File: src/rtl/mvu_pe_popcount_acc_pkg.sv
// Shared definitions for the MVU processing-element reduction datapath.
// Latency: n/a (types and elaboration-time helpers only).
// Backpressure: n/a.
package mvau_defn;

  // Fold-counter state: IDLE when no beat of the current fold has been
  // absorbed yet, ACC once at least one partial sum sits in the accumulator.
  typedef enum logic {
    IDLE = 1'b0,
    ACC  = 1'b1
  } fold_state_t;

  // Natural width of the unsigned lane sum: one lane widened by the tree depth.
  function automatic int tree_width(input int simd, input int ti);
    return ti + $clog2(simd);
  endfunction

endpackage

File: src/rtl/mvu_pe_popcount_acc_if.sv
// Beat input / fold result bundle between a lane source and one PE reducer.
// Latency: n/a (wiring only).
// Backpressure: none; the sink of out_v must accept every pulse.
interface mvu_pe_popcount_acc_if #(
  parameter int SIMD = 2,
  parameter int TI   = 1,
  parameter int TO   = 16
);

  logic          in_v;
  logic [TI-1:0] in_simd [0:SIMD-1];
  logic          out_v;
  logic [TO-1:0] out_acc;
  logic          busy;

  // Lane source side: drives beats, observes results.
  modport master (
    output in_v,
    output in_simd,
    input  out_v,
    input  out_acc,
    input  busy
  );

  // Reducer side: consumes beats, produces results.
  modport slave (
    input  in_v,
    input  in_simd,
    output out_v,
    output out_acc,
    output busy
  );

endinterface

File: src/rtl/mvu_pe_popcount_acc_addtree.sv
// Balanced combinational adder tree summing SIMD unsigned lanes, zero-extended to TO.
// Latency: 0 cycles (purely combinational).
// Backpressure: none.
module mvu_pe_addtree
  import mvau_defn::*;
#(
  parameter int SIMD = 2,
  parameter int TI   = 1,
  parameter int TO   = 16
) (
  input  logic [TI-1:0] i_lanes [0:SIMD-1],
  output logic [TO-1:0] o_sum
);

  // Every node carries the full tree width so no level can overflow.
  localparam int SW = tree_width(SIMD, TI);
  localparam int LV = $clog2(SIMD);
  localparam int NP = 1 << LV;

  // Heap layout: node 0 is the root, leaves live at NP-1 .. 2*NP-2.
  logic [SW-1:0] w_node [0:2*NP-2];

  genvar j;
  genvar n;

  generate
    // Leaves: real lanes, padded with zeros up to the next power of two.
    for (j = 0; j < NP; j++) begin : g_leaf
      if (j < SIMD) begin : g_lane
        assign w_node[NP-1+j] = SW'(i_lanes[j]);
      end else begin : g_pad
        assign w_node[NP-1+j] = '0;
      end
    end

    // Internal nodes: pairwise sums of the two children.
    for (n = 0; n < NP-1; n++) begin : g_node
      assign w_node[n] = w_node[2*n+1] + w_node[2*n+2];
    end
  endgenerate

  assign o_sum = TO'(w_node[0]);

endmodule

File: src/rtl/mvu_pe_popcount_acc.sv
// SIMD lane reduction plus synapse-fold accumulation for one MVU processing element.
// Latency: out_v rises 2 clocks after the edge sampling the fold's last beat; 1 beat/cycle.
// Backpressure: none; out_v is a one-cycle pulse the consumer must take.
module mvu_pe_popcount_acc
  import mvau_defn::*;
#(
  parameter int SIMD    = 2,
  parameter int TI      = 1,
  parameter int TO      = 16,
  parameter int SF      = 4,
  parameter int BIPOLAR = 0
) (
  input logic                  aclk,
  input logic                  aresetn,
  mvu_pe_popcount_acc_if.slave bus
);

  localparam int            CW   = (SF > 1) ? $clog2(SF) : 1;
  localparam logic [CW-1:0] LAST = CW'(SF - 1);
  // Bipolar offset: every lane contributes -1 for a 0 and +1 for a 1.
  localparam logic [TO-1:0] BIAS = TO'(SIMD * SF);

  // Input capture keeps the tree off the raw input path.
  logic          r_in_v;
  logic [TI-1:0] r_lanes [0:SIMD-1];

  // Stage 1: registered tree sum.
  logic          r_v1;
  logic [TO-1:0] r_sum_q;
  logic [TO-1:0] w_tree;

  // Stage 2: fold accumulator and result.
  logic [CW-1:0] r_sf_cnt;
  logic [TO-1:0] r_acc;
  logic [TO-1:0] r_out_acc;
  logic          r_out_v;

  fold_state_t   w_state;
  logic          w_last;
  logic [TO-1:0] w_final;
  logic [TO-1:0] w_result;

  // Register the incoming beat; lanes only move on a valid beat.
  always_ff @(posedge aclk or negedge aresetn) begin
    if (!aresetn) begin
      r_in_v <= 1'b0;
      for (int j = 0; j < SIMD; j++) begin
        r_lanes[j] <= '0;
      end
    end else begin
      r_in_v <= bus.in_v;
      if (bus.in_v) begin
        for (int j = 0; j < SIMD; j++) begin
          r_lanes[j] <= bus.in_simd[j];
        end
      end
    end
  end

  mvu_pe_addtree #(
    .SIMD (SIMD),
    .TI   (TI),
    .TO   (TO)
  ) u_addtree (
    .i_lanes (r_lanes),
    .o_sum   (w_tree)
  );

  // Stage 1: capture the lane sum alongside its valid bit.
  always_ff @(posedge aclk or negedge aresetn) begin
    if (!aresetn) begin
      r_v1    <= 1'b0;
      r_sum_q <= '0;
    end else begin
      r_v1 <= r_in_v;
      if (r_in_v) begin
        r_sum_q <= w_tree;
      end
    end
  end

  // The fold state is implied by the counter: zero means nothing absorbed yet.
  assign w_state  = (r_sf_cnt == '0) ? IDLE : ACC;
  assign w_last   = (r_sf_cnt == LAST);
  // In IDLE the stale accumulator is ignored, so a new fold needs no clear cycle.
  assign w_final  = ((w_state == IDLE) ? '0 : r_acc) + r_sum_q;
  assign w_result = (BIPOLAR != 0) ? ((w_final << 1) - BIAS) : w_final;

  // Stage 2: fold counter, accumulation and registered result with valid pulse.
  always_ff @(posedge aclk or negedge aresetn) begin
    if (!aresetn) begin
      r_sf_cnt  <= '0;
      r_acc     <= '0;
      r_out_acc <= '0;
      r_out_v   <= 1'b0;
    end else begin
      r_out_v <= 1'b0;
      if (r_v1) begin
        if (w_last) begin
          r_sf_cnt  <= '0;
          r_out_acc <= w_result;
          r_out_v   <= 1'b1;
        end else begin
          r_sf_cnt <= r_sf_cnt + CW'(1);
          r_acc    <= w_final;
        end
      end
    end
  end

  assign bus.out_v   = r_out_v;
  assign bus.out_acc = r_out_acc;
  assign bus.busy    = (r_sf_cnt != '0);

endmodule

File: src/flat_wrapper.sv
// flat-port wrapper written by rule: the top's interface ports become plain ports
module mvu_pe_popcount_acc_flat import mvau_defn::*;
#(
  parameter int SIMD    = 2,
  parameter int TI      = 1,
  parameter int TO      = 16,
  parameter int SF      = 4,
  parameter int BIPOLAR = 0
)
  (aclk, aresetn, bus_in_v, bus_in_simd, bus_out_v, bus_out_acc, bus_busy);
  mvu_pe_popcount_acc_if #(.SIMD(SIMD), .TI(TI), .TO(TO)) bus_i ();
  input logic aclk;
  input logic aresetn;
  input wire logic [$bits(bus_i.in_v)-1:0] bus_in_v;
  input wire logic [$bits(bus_i.in_simd)-1:0] bus_in_simd;
  output wire logic [$bits(bus_i.out_v)-1:0] bus_out_v;
  output wire logic [$bits(bus_i.out_acc)-1:0] bus_out_acc;
  output wire logic [$bits(bus_i.busy)-1:0] bus_busy;
  assign bus_i.in_v = bus_in_v;
  assign bus_i.in_simd = {>>{bus_in_simd}};
  assign bus_out_v = bus_i.out_v;
  assign bus_out_acc = bus_i.out_acc;
  assign bus_busy = bus_i.busy;
  mvu_pe_popcount_acc #(.SIMD(SIMD), .TI(TI), .TO(TO), .SF(SF), .BIPOLAR(BIPOLAR)) u_core (.aclk(aclk), .aresetn(aresetn), .bus(bus_i));
endmodule
File: config.mk
export PLATFORM = sky130hd
export DESIGN_NAME = mvu_pe_popcount_acc_flat
export DESIGN_NICKNAME = d
export VERILOG_FILES = /design/src/rtl/mvu_pe_popcount_acc_pkg.sv /design/src/rtl/mvu_pe_popcount_acc_if.sv /design/src/rtl/mvu_pe_popcount_acc_addtree.sv /design/src/rtl/mvu_pe_popcount_acc.sv /design/src/flat_wrapper.sv
export SDC_FILE = /design/constraint.sdc
export NUM_CORES = 1
export LEC_CHECK = 0
export BUFFER_PORTS_ARGS = -buffer_cell sky130_fd_sc_hd__clkbuf_2
export CAP_MARGIN = 15
export CORE_ASPECT_RATIO = 0.8
export CORE_MARGIN = 8
export CORE_UTILIZATION = 29
export CTS_BUF_LIST = sky130_fd_sc_hd__clkbuf_4
export CTS_CLUSTER_DIAMETER = 200
export DETAILED_ROUTE_END_ITERATION = 10
export PLACE_DENSITY = 0.49
export SYNTH_ARGS = -nofsm -noshare
export SYNTH_HDL_FRONTEND = slang
export SYNTH_SLANG_ARGS = --single-unit
File: constraint.sdc
create_clock -name aclk -period 6.3 [get_ports aclk]
set_input_delay 0.945 -clock aclk [delete_from_list [all_inputs] [get_ports aclk]]
set_output_delay 0.945 -clock aclk [all_outputs]
set_load 0.1 [all_outputs]
==> impl_results.md <==
* Outcome: finished clean
* Arr. time, crit path at 2300 ps
* Initial antenna violation count at 0
* PwrDens at 376.6 nW/um^2
* Routed wire length at 4555 um
* Cell Int Power at 0.4455 mW
* Slew Limit Fails at 0
* Worst min-delay path category: flop to flop
* CTS root buffer: clkbuf_4
* Max frequency at 308.2 MHz
* Setup TNS at 0 ps
* Via-to-Cell Ratio at 4.620
* Total I/O pin count at 23
* Synth Warn # at 0
* Grt ovf at 0
* Async SR Flop Fraction at 100.0%
* Initial DRT Pass Iterations at 4
* Die area at 10330 um^2
* Worst R2R Path Depth at 10
* Reg power frac at 38.6%
* Number of synthesized flops with an enable pin at 0
* Final setup fails at 0
* MaxCap Viol Count at 0
* WHS Path Cells at 0
* Post-Synthesis Cells at 220
* HPWL after detailed placement at 3243 um
* Levels on crit path at 4
* First-pass GRT wire length at 7452 um
* Cell family with most CP delay: buffers and inverters
* Required @ worst endpoint at 5350 ps
* Clock group share of total power at 14.8%
* Worst-path clk slew at 120 ps
* DIE WIDTH at 111.7 um
* Routed WL per cell at 13.72 um
* Clock latency on the worst-skew pair at 350 ps
* Gate power share at 46.6%
* RR Endpoint: u_core.r_acc[15]$_DFFE_PN0P_
* Sequential share of the synthesized area at 48.32%
* Layout cell share with drive strength beyond 1 at 17.36%
* CP Max Fanout at 28
* Netlist cell types at 42
* #FFs+latches synth at 41
* Hold path start: u_core.r_in_v$_DFF_PN0_
* Syn Nets at 231
* Post-cts gate resize count at 0
* # DRC at 0
* Initial DRC Count at 58
* Switching portion of total power at 50.24%
* Reg-to-Reg Start: u_core.r_sf_cnt[0]$_DFFE_PN0P_
* GPL Wtd Cong at 0.7266
* Core footprint at 7252 um^2
* Worst path cell trace: inv_1 > ha_1 > inv_1 > clkbuf_2
* Clk buf depth at 2
* Vias in the first global route at 1378
* Hold Path Sink: u_core.r_v1$_DFF_PN0_
* Slowest stage delay, CP at 760 ps
* Sink Count at 41
* Final nets at 252
* Initial Util at 29.28%
* Total leakage power at 1.047 nW
* Most used cell, CP: inv_1
* Antenna cell count at 0
* Slew of the pin with the lowest slew margin at 917.8 ps
* Crit path max-delay cell type: ha_1
* Syn_area_per_cell at 9.651 um^2
* Synth-to-Final Area Change at 11.96%
* Htree depth at 2
* CTS tree: done
* Most used flip-flop cell after synthesis: dfrtp_1
* Min Tclk post-route at 3244 ps
* Startpoint type of the worst setup path: flop
* Worst Clk Skew at 21.26 ps
* Hold_ws at 447.6 ps
* CTS Hold Bufs at 0
* Worst setup EP type: output pin
* Worst slew margin at 38.81%
* Vias at 1534
* Worst R2R Setup Slack at 3100 ps
* RSZ-0062 raised after global routing: false
* Die H at 92.54 um
* Switching pwr at 0.4498 mW
* Pin count of the biggest net entering global routing at 42
* All-layer global routing usage at 9.015%
* Row cnt at 28
* Post-route clock period utilization at 51.50%
* Worst VDD drop at 108.2 uV
* Post-CTS Setup Bufs at 0
* Final hold vios at 0
* Synthesized cell area at 2123 um^2
* Inserted Clock Buffers at 5
* Buf/Inv on CP at 3
* Antenna viol nets, final at 0
* PortBufs at 22
* Number of fill cells at 755
* Setup CP Type: flop to output pin
[power by group through the flow]
stage | combinational, mW | sequential [mW] | clock [mW]
after global placement | 0.419 | 0.352 | 0
after floorplan | 0.176 | 0.517 | 0
after global routing | 0.444 | 0.353 | 0.151
after detailed placement | 0.423 | 0.353 | 0
final | 0.417 | 0.346 | 0.133
after CTS | 0.424 | 0.347 | 0.139
[final cells by class]
type / instances / area, um^2 / share of cell area (%)
clock inverters: 3 / 16.27 / 0.6842
repair buffers: 25 / 132.6 / 5.579
clock buffers: 5 / 37.54 / 1.579
multi-input cells: 156 / 1007 / 42.37
flip-flops and latches: 41 / 1026 / 43.16
inverters: 12 / 45.04 / 1.895
well taps: 90 / 112.6 / 4.737
[through the flow]
step / total power, mW / std cells / instance area, um^2 / utilization, % / setup slack [ps]
2_1_floorplan: 0.6923 / 220 / 2123 / - / 3124
3_3_place_gp: 0.7713 / 324 / 2323 / 32.04 / 3211
3_5_place_dp: 0.7753 / 324 / 2323 / 32.04 / 3117
4_1_cts: 0.9098 / 332 / 2377 / 32.78 / 2973
5_1_grt: 0.9476 / 332 / 2377 / 32.78 / 2794
6_report: 0.8954 / 332 / 2377 / 32.78 / 3056
[registers in the layout, indices dropped and copies added, names as in the netlist]
register            cells
u_core.bus.out_acc     16
u_core.r_acc           16
u_core.r_lanes          2
u_core.r_sf_cnt         2
u_core.r_sum_q          2
u_core.bus.out_v        1
u_core.r_in_v           1
u_core.r_v1             1
[kinds of logic after synthesis]
| family | share of synthesized area [%] |
|---|---|
| xor gates and xnor gates | 4.537 |
| AOI/OAI and AO/OA | 9.842 |
| adders and majority gates | 3.889 |
| muxes | 5.952 |
| and+or+nand+nor | 23.22 |
| buffers and inverters | 4.242 |
| DFF | 48.32 |
[cells in the mapped netlist (3+ instances only)]
cell type | number | area share (%)
a31oi_1 | 3 | 0.88
clkbuf_1 | 7 | 1.2
dfrtp_1 | 41 | 48
ha_1 | 5 | 2.9
inv_1 | 12 | 2.1
mux2_2 | 5 | 2.7
mux2i_1 | 7 | 3.3
nand2_1 | 38 | 6.7
nand2b_1 | 5 | 1.5
nand3_1 | 4 | 0.94
nor2_1 | 16 | 2.8
nor2b_1 | 4 | 1.2
nor3_1 | 6 | 1.4
nor4_2 | 3 | 1.8
o21ai_0 | 20 | 4.7
xnor2_1 | 10 | 4.1
[layout by cell type (no fill, tap or decap), types with 2 or more instances in the layout]
| master | instances |
|---|---|
| or4_1 | 2 |
| nand3_1 | 4 |
| a22o_1 | 2 |
| buf_4 | 3 |
| dfrtp_1 | 41 |
| inv_1 | 12 |
| mux2_2 | 5 |
| clkbuf_2 | 22 |
| nand2_1 | 38 |
| a21oi_1 | 2 |
| nor4_1 | 2 |
| clkbuf_4 | 5 |
| nor2b_1 | 4 |
| or3_1 | 2 |
| a31oi_1 | 3 |
| nor4_2 | 3 |
| nand2b_1 | 5 |
| nor2_1 | 16 |
| nand3b_1 | 2 |
| o21ai_0 | 20 |
| nand4_1 | 2 |
| ha_1 | 5 |
| nor3_1 | 6 |
| mux2i_1 | 7 |
| clkinv_1 | 2 |
| xnor2_1 | 10 |
[layer usage]
metal | part of all wire [%] | global-route usage [%]
met2 | 38 | 11.83
met5 | 0 | 0
met4 | 0.97 | 2.724
met3 | 4.6 | 3.186
met1 | 56 | 13.24
[worst max path at each step]
stage	startpoint	to	slack [ps]
floorplan	u_core.r_sf_cnt[0]$_DFFE_PN0P_	u_core.r_acc[12]$_DFFE_PN0P_	3120
detailed placement	u_core.r_sf_cnt[0]$_DFFE_PN0P_	u_core.bus.out_acc[13]$_DFFE_PN0P_	3120
global placement	u_core.r_sf_cnt[0]$_DFFE_PN0P_	u_core.r_acc[15]$_DFFE_PN0P_	3210
global route	u_core.r_sf_cnt[0]$_DFFE_PN0P_	u_core.bus.out_acc[13]$_DFFE_PN0P_	2790
CTS	u_core.r_sf_cnt[0]$_DFFE_PN0P_	bus_busy	2970
finish	u_core.r_sf_cnt[0]$_DFFE_PN0P_	bus_busy	3060
No activity file was read; power rests on OpenSTA's default activity.
